File: src/rtl/sisc_mc_ctrl.sv
// Multicycle control sequencer for the SISC core with ready/ack memory handshakes,
// a per-access wait timeout leading to a sticky fault, and a sticky halt.
module sisc_mc_ctrl #(
   parameter int unsigned OPC_W   = 4,
   parameter int unsigned MM_W    = 4,
   parameter int unsigned TIMEOUT = 15
) (
   input  logic             clk,
   input  logic             rst_f,
   input  logic [OPC_W-1:0] opcode,
   input  logic [MM_W-1:0]  mm,
   input  logic [MM_W-1:0]  stat,
   input  logic             imem_ack,
   input  logic             dmem_ack,
   output logic             imem_req,
   output logic             dmem_req,
   output logic             pc_rst,
   output logic             pc_write,
   output logic             pc_sel,
   output logic             br_sel,
   output logic             ir_load,
   output logic             rf_we,
   output logic             rb_sel,
   output logic             swap_sel,
   output logic             stat_en,
   output logic             addr_sel,
   output logic             dm_we,
   output logic [1:0]       alu_op,
   output logic [1:0]       wb_sel,
   output logic             halted,
   output logic             fault
);

   localparam int unsigned CntW = (TIMEOUT == 0) ? 1 : $clog2(TIMEOUT + 1);
   localparam logic [CntW-1:0] WaitLast = CntW'(TIMEOUT - 1);

   localparam logic [OPC_W-1:0] OpNop = OPC_W'(4'b0000);
   localparam logic [OPC_W-1:0] OpAlr = OPC_W'(4'b0001);
   localparam logic [OPC_W-1:0] OpAli = OPC_W'(4'b0010);
   localparam logic [OPC_W-1:0] OpBra = OPC_W'(4'b0100);
   localparam logic [OPC_W-1:0] OpBrr = OPC_W'(4'b0101);
   localparam logic [OPC_W-1:0] OpBne = OPC_W'(4'b0110);
   localparam logic [OPC_W-1:0] OpBnr = OPC_W'(4'b0111);
   localparam logic [OPC_W-1:0] OpLod = OPC_W'(4'b1000);
   localparam logic [OPC_W-1:0] OpStr = OPC_W'(4'b1001);
   localparam logic [OPC_W-1:0] OpSwp = OPC_W'(4'b1010);
   localparam logic [OPC_W-1:0] OpHlt = OPC_W'(4'b1111);

   typedef enum logic [3:0] {
      StStart, StFetch, StDecode, StExec, StMem, StWb, StSwap2, StHalt, StFault
   } state_t;

   state_t          state_q, state_d;
   logic [CntW-1:0] wait_q, wait_d;

   logic is_alu, is_br, is_mem, is_str, is_lod, is_swp, is_hlt, is_nop, legal;
   logic br_taken, cond_hit, timeout;

   assign is_alu = (opcode == OpAlr) || (opcode == OpAli);
   assign is_br  = (opcode == OpBra) || (opcode == OpBrr) || (opcode == OpBne) ||
                   (opcode == OpBnr);
   assign is_lod = (opcode == OpLod);
   assign is_str = (opcode == OpStr);
   assign is_mem = is_lod || is_str;
   assign is_swp = (opcode == OpSwp);
   assign is_hlt = (opcode == OpHlt);
   assign is_nop = (opcode == OpNop);
   assign legal  = is_alu || is_br || is_mem || is_swp || is_hlt || is_nop;

   // BRA/BRR treat an all-zero mask as unconditional; BNE/BNR invert the match.
   assign cond_hit = |(stat & mm);
   assign br_taken = ((opcode == OpBra) || (opcode == OpBrr)) ? ((mm == '0) || cond_hit)
                                                              : !cond_hit;

   assign timeout = (TIMEOUT != 0) && (wait_q == WaitLast);

   always_ff @(posedge clk or negedge rst_f) begin
      if (!rst_f) begin
         state_q <= StStart;
         wait_q  <= '0;
      end else begin
         state_q <= state_d;
         wait_q  <= wait_d;
      end
   end

   always_comb begin
      state_d  = state_q;
      imem_req = 1'b0;
      dmem_req = 1'b0;
      pc_rst   = 1'b0;
      pc_write = 1'b0;
      pc_sel   = 1'b0;
      br_sel   = 1'b0;
      ir_load  = 1'b0;
      rf_we    = 1'b0;
      rb_sel   = 1'b0;
      swap_sel = 1'b0;
      stat_en  = 1'b0;
      addr_sel = 1'b0;
      dm_we    = 1'b0;
      alu_op   = 2'b00;
      wb_sel   = 2'b00;
      halted   = 1'b0;
      fault    = 1'b0;
      unique case (state_q)
         StStart: begin
            pc_rst  = 1'b1;
            state_d = StFetch;
         end
         StFetch: begin
            imem_req = 1'b1;
            if (imem_ack) begin
               ir_load  = 1'b1;
               pc_write = 1'b1;
               state_d  = StDecode;
            end else if (timeout) begin
               state_d = StFault;
            end
         end
         StDecode: begin
            rb_sel = is_str;
            if (!legal)      state_d = StFault;
            else if (is_hlt) state_d = StHalt;
            else if (is_nop) state_d = StFetch;
            else             state_d = StExec;
         end
         StExec: begin
            if (is_alu) begin
               alu_op  = (opcode == OpAli) ? 2'b10 : 2'b01;
               stat_en = 1'b1;
               state_d = StWb;
            end else if (is_mem) begin
               alu_op  = 2'b11;
               rb_sel  = is_str;
               state_d = StMem;
            end else if (is_br) begin
               if (br_taken) begin
                  pc_write = 1'b1;
                  pc_sel   = 1'b1;
                  br_sel   = (opcode == OpBrr) || (opcode == OpBnr);
               end
               state_d = StFetch;
            end else begin
               state_d = StWb;
            end
         end
         StMem: begin
            dmem_req = 1'b1;
            addr_sel = 1'b1;
            alu_op   = 2'b11;
            dm_we    = is_str;
            if (dmem_ack)     state_d = is_str ? StFetch : StWb;
            else if (timeout) state_d = StFault;
         end
         StWb: begin
            rf_we = 1'b1;
            if (is_alu)      alu_op = (opcode == OpAli) ? 2'b10 : 2'b01;
            else if (is_lod) wb_sel = 2'b01;
            else             wb_sel = 2'b10;
            state_d = is_swp ? StSwap2 : StFetch;
         end
         StSwap2: begin
            rf_we    = 1'b1;
            wb_sel   = 2'b11;
            swap_sel = 1'b1;
            state_d  = StFetch;
         end
         StHalt:  halted = 1'b1;
         StFault: fault  = 1'b1;
         default: state_d = StFault;
      endcase
   end

   // Counts unacknowledged request cycles; any state change restarts it from zero.
   always_comb begin
      wait_d = '0;
      if ((TIMEOUT != 0) && (state_d == state_q) &&
          (((state_q == StFetch) && !imem_ack) || ((state_q == StMem) && !dmem_ack))) begin
         wait_d = wait_q + 1'b1;
      end
   end

endmodule
File: config.mk
export PLATFORM = sky130hd
export DESIGN_NAME = sisc_mc_ctrl
export DESIGN_NICKNAME = d
export VERILOG_FILES = /design/src/rtl/sisc_mc_ctrl.sv
export SDC_FILE = /design/constraint.sdc
export NUM_CORES = 1
export LEC_CHECK = 0
export CAP_MARGIN = 15
export CORE_MARGIN = 3
export CORE_UTILIZATION = 45
export CTS_CLUSTER_SIZE = 14
export DETAILED_ROUTE_END_ITERATION = 7
export PLACE_DENSITY_LB_ADDON = 0.05
export RECOVER_POWER = 50
export SLEW_MARGIN = 10
export SYNTH_ARGS = -nofsm -noshare
export SYNTH_HDL_FRONTEND = slang
export SYNTH_SLANG_ARGS = --single-unit
File: constraint.sdc
create_clock -name clk -period 3 [get_ports clk]
set_input_delay 0.3 -clock clk [delete_from_list [all_inputs] [get_ports clk]]
set_output_delay 0.3 -clock clk [all_outputs]
set_load 0.05 [all_outputs]
* Word level (Yosys, flattened, before mapping) *
Index checks and enable logic that the tools add are counted.

storage, ports and cells
  input port bits = 16
  output and inout bits = 19
  word-level logic and storage cells = 98
  memories = 0
  RAM bits = 0
  bits in read-only memories = 0
  register bits after elaboration = 8
  bits in latches = 0

operators by class
  multiply operators = 0
  shift operators = 0
  equality and inequality tests = 20
  bitwise operators = 1
  mux-type cells = 48
  order comparisons = 0
  reductions and logical operators = 26
  div/mod/pow operators = 0
  add/subtract/negate cells = 1

operators with widths
  operator                                                         number
  4-bit by 3-bit == test with 1-bit output, second input constant  8
  4-bit case mux with 7 select lines                               1
  1-bit two-way mux                                                25
  4-bit == test, second input constant                             6
  4-bit two-way mux                                                5
  3-bit two-way mux                                                6
  2-bit two-way mux                                                7
  1-bit logical OR                                                 13
  4-bit by 2-bit == test with 1-bit output, second input constant  3
  4-bit zero test                                                  3
  4-bit by 1-bit == test with 1-bit output, second input constant  2
  2-bit case mux with 3 select lines                               1
  2-bit OR reduction                                               3
  4-bit by 1-bit adder with 4-bit output, second input constant    1
  4-bit AND                                                        1
  4-bit == test                                                    1
  1-bit case mux with 2 select lines                               2
  2-bit case mux with 2 select lines                               1
  4-bit OR reduction                                               1
  1-bit logical AND                                                3
  1-bit zero test                                                  3

* Longest topological paths before layout *
  word-level depth = 14
  mapped depth = 6
  gate-level depth less buffers = 6

* Least setup slack after synthesis *
No wires, ideal clock.

  path type = register to output
  start point = reg state_q[1]
  end point = out pc_write
  data required time = 2.700 ns
  arrival time = 2.796 ns
  slack = -0.096 ns
  cell stages (with the launch flop) = 6
  buffers on the path = 1
  cell sequence = dfrtp_1 -> buf_2 -> nand2b_1 -> nor3_1 -> and2_1 -> or2_1

between the ends
  longest elaborated chain between the ends = 2
  elaborated cells on any way between the ends = 3
  classes of those cells = eq/ne (2); mux (1)

RTL lines
  element                                                                                                      line  RTL
  from (decl)                                                                                                  53    state_t state_q, state_d;
  from (signal assigned)                                                                                       79    state_q <= StStart;
  from (signal assigned)                                                                                       82    state_q <= state_d;
  4-bit by 2-bit == test with 1-bit output / 4-bit by 1-bit == test with 1-bit output (equally long branches)  106   unique case (state_q)
  1-bit case mux with 2 select lines (*)                                                                       106
  to (decl)                                                                                                    18    output logic pc_write,

Every way passes the cells marked *; elsewhere a longest branch is shown, timed or not.

* Worst setup path after layout *
  start point = in opcode[1]
  end point = out pc_sel

between the ends
  longest elaborated chain between the ends = 8
  elaborated cells on any way between the ends = 19
  classes of those cells = eq/ne (8); mux (6); reduce/logical (5)

RTL lines
  element                                                       line     RTL
  from (decl)                                                   10       input logic [OPC_W-1:0] opcode,
  4-bit by 3-bit == test with 1-bit output                      60, 72
  1-bit logical OR                                              60, 72
  1-bit two-way mux / 1-bit logical OR (equally long branches)  72, 60
  1-bit two-way mux / 1-bit logical OR (equally long branches)  138, 60
  1-bit two-way mux                                             137      end else if (is_br) begin
  1-bit two-way mux                                             133      end else if (is_mem) begin
  1-bit two-way mux (*)                                         129      if (is_alu) begin
  1-bit two-way mux (*)                                         106
  to (decl)                                                     19       output logic pc_sel,

Marks and branches as above.

==> flow_summary.ini <==
[status]
status = complete, no violations

[yosys]
yosysMostFrequentCell = nor2_1
syn_inst = 111
synth-simple-area-share = 0.342
synth-compound-area-share = 0.253
synth-adder-area-share = 0.0296
synth_top_flop_cell = dfrtp_1
post_synth_instance_area_um2 = 845
ys_seq_elements = 8
syn-mean-instance-area_um2 = 7.61
ys_top_cells_by_area = dfrtp_1, nor2_1, nor4_1
synth_top_area_frac = 0.237
synth_top_family_by_area = simple AND/OR/NAND/NOR gates
synth_commonest_cells = nor2_1, dfrtp_1, a21oi_1, buf_2
synth_area_leader_cell = dfrtp_1
syn_nets = 129
synth_mux_area_frac = 0.0119
synth_xor_area_frac = 0.0311
seq_area_frac_synth = 0.237
yosys.cell_types.count = 44
synthArstFlopShare = 1.00
ys_warn_count = 0
synth_edf_count = 0

[global_route]
grt_usage = 0.194
grt_max_degree = 18
grt_first_pass_wirelength_um = 3760
grt_pass1_vias = 882
grt-ovfl-total = 0
antenna_found_initial = 0

[pwr]
p_switching_mw = 0.409
pwr-share-comb = 0.617
p_per_area_mw_per_mm2 = 631
ir_drop_uv = 348
seq_power_share = 0.281
p_int_mw = 0.354
p_leak_nw = 0.463
swShare = 0.536
pwr-share-clk = 0.102

[clocking]
cts-root-buf = clkbuf_4
htree_num_levels = 1
clock_path_buffers = 2
clkLatencyLatePin_ps = 240
hold_buffers = 0
cts.sinks = 8
path_clk_slew_ps = 50
cts_buffers = 3
cts_resized = 0
post-cts-setup-buffer-count = 0
cts_tree = built

[timing]
setup_tns_ps = 0
rsz0062_at_grt = false
hold_violations = 0
slew-limit-headroom = 0.664
fin_crit_ps = 2830
fmaxAchievable_ghz = 0.354
drv_slew = 0
fin_ws_ps = 174
post-route-period-util = 0.942
fin_worst_skew_ps = 0.759
finalSetupViolCount = 0
worst_pin_slew_ps = 503
whs_ps = 397

[critical_path]
slowest_stage = clkdlybuf4s50_1
cp-start-kind = primary input
path_delay_family = buffers and inverters
path_class = in -> out
worst-path-stages = 4
path_max_fanout = 13
crit_path_end_kind = primary output
crit_buf_inv = 2
max_stage_delay_ps = 890
rr_worst_depth = 5
worstPathCellList = dlygate4sd3_1 -> nor4_1 -> nor4b_2 -> clkdlybuf4s50_1
r2r_setup_slack_ps = 1260
cp_data_required_time_ps = 2700
arrival_ps = 2530

[detailed_routing]
wl_per_cell_um = 13.8
antenna_left = 0
first_iter_violations = 18
drt_pass1_iterations = 4
vias_per_cell = 5.73
vias = 951
wirelength_um = 2300
drc = 0

[place]
place_ws_ps = 259
placed_cells = 163
gp_congestion = 0.907
port_buffers = 34
hpwl_um = 1870

[cells_and_area]
final_net_count = 161
fill_cells = 181
layout-drive-gt1-share = 0.113
stdcell_count = 166
diodes = 0
utilization = 0.692
area_delta_synth_final_pct = 43.1

[floorplan]
io_pins = 35
start_util = 0.484
core_area_mm2 = 0.00175
dieWidth_um = 49.3
fp.dieH_um = 49.3
die_area_mm2 = 0.00243
num_rows = 15

[job]
drv_cap = 0

[min_path]
hp-class = in -> async
-- layout by cell type (no fill, tap or decap), drive strengths merged, types with 2 or more instances in the layout --
master	n
a21oi	8
a22o	2
a31oi	4
and3	2
buf	8
clkbuf	4
clkdlybuf4s50	25
dfrtp	8
dlygate4sd3	3
ha	2
inv	6
nand2	6
nand2b	2
nand3	5
nor2	11
nor3	4
nor4	6
nor4b	2
o21ai	6
o22ai	2
or2	2
or3	2
xor2	2
-- final timing paths --
path,endpoint,startpoint
max,pc_sel,opcode[1]
min in group clk,wait_q[0],wait_q[0]
min reg2reg,wait_q[0],wait_q[0]
min,state_q[2],rst_f
max in group asynchronous,wait_q[0],rst_f
max reg2reg,wait_q[2],state_q[2]
-- routing by layer --
layer | up-vias | routed length [µm] | GRT usage
met5 | - | 0 | 0
li1 | 473 | - | -
met2 | 56 | 1080 | 0.337
met4 | 0 | 28 | 0.0521
met3 | 4 | 193 | 0.0459
met1 | 418 | 994 | 0.236
-- metrics by stage --
step           area (µm²)  total power, mW
3_5_place_dp         1200            0.691
6_report             1210            0.762
5_1_grt              1210            0.809
3_3_place_gp         1200            0.683
2_1_floorplan         850            0.543
4_1_cts              1220            0.773
-- sequential cells by signal, summed over array words and instances, names as in the netlist --
signal	cells
state_q	4
wait_q	4
-- power by group through the flow --
stage	sequential, mW	combinational (mW)	clock [mW]
global placement	0.213	0.470	0
CTS	0.212	0.478	0.0822
detailed placement	0.215	0.476	0
floorplan	0.148	0.395	0
global route	0.218	0.501	0.0896
finish	0.214	0.470	0.0781
-- worst register-to-register path: stages (launching register included) --
cell	delay, ps
dfrtp_1	490
clkbuf_1	220
nor4b_1	310
a31oi_1	110
or3_1	400
nor2_1	130
-- cells by family after synthesis --
kind of cell	Yosys count
AND/OR/NAND/NOR	49
AO/OA/AOI/OAI	32
buffers and inverters	16
flip-flops	8
XOR/XNOR	3
adder cells (fa/ha/maj)	2
multiplexers	1
-- area by class of cell --
type	count	area [µm²]	area share
Clock buffer	3	22.5	0.0186
Multi-Input combinational cell	87	563	0.466
Inverter	6	22.5	0.0186
Sequential cell	8	200	0.166
Tap cell	25	31.3	0.0259
Timing Repair Buffer	37	369	0.305
Power figures use the tool's default switching activity.
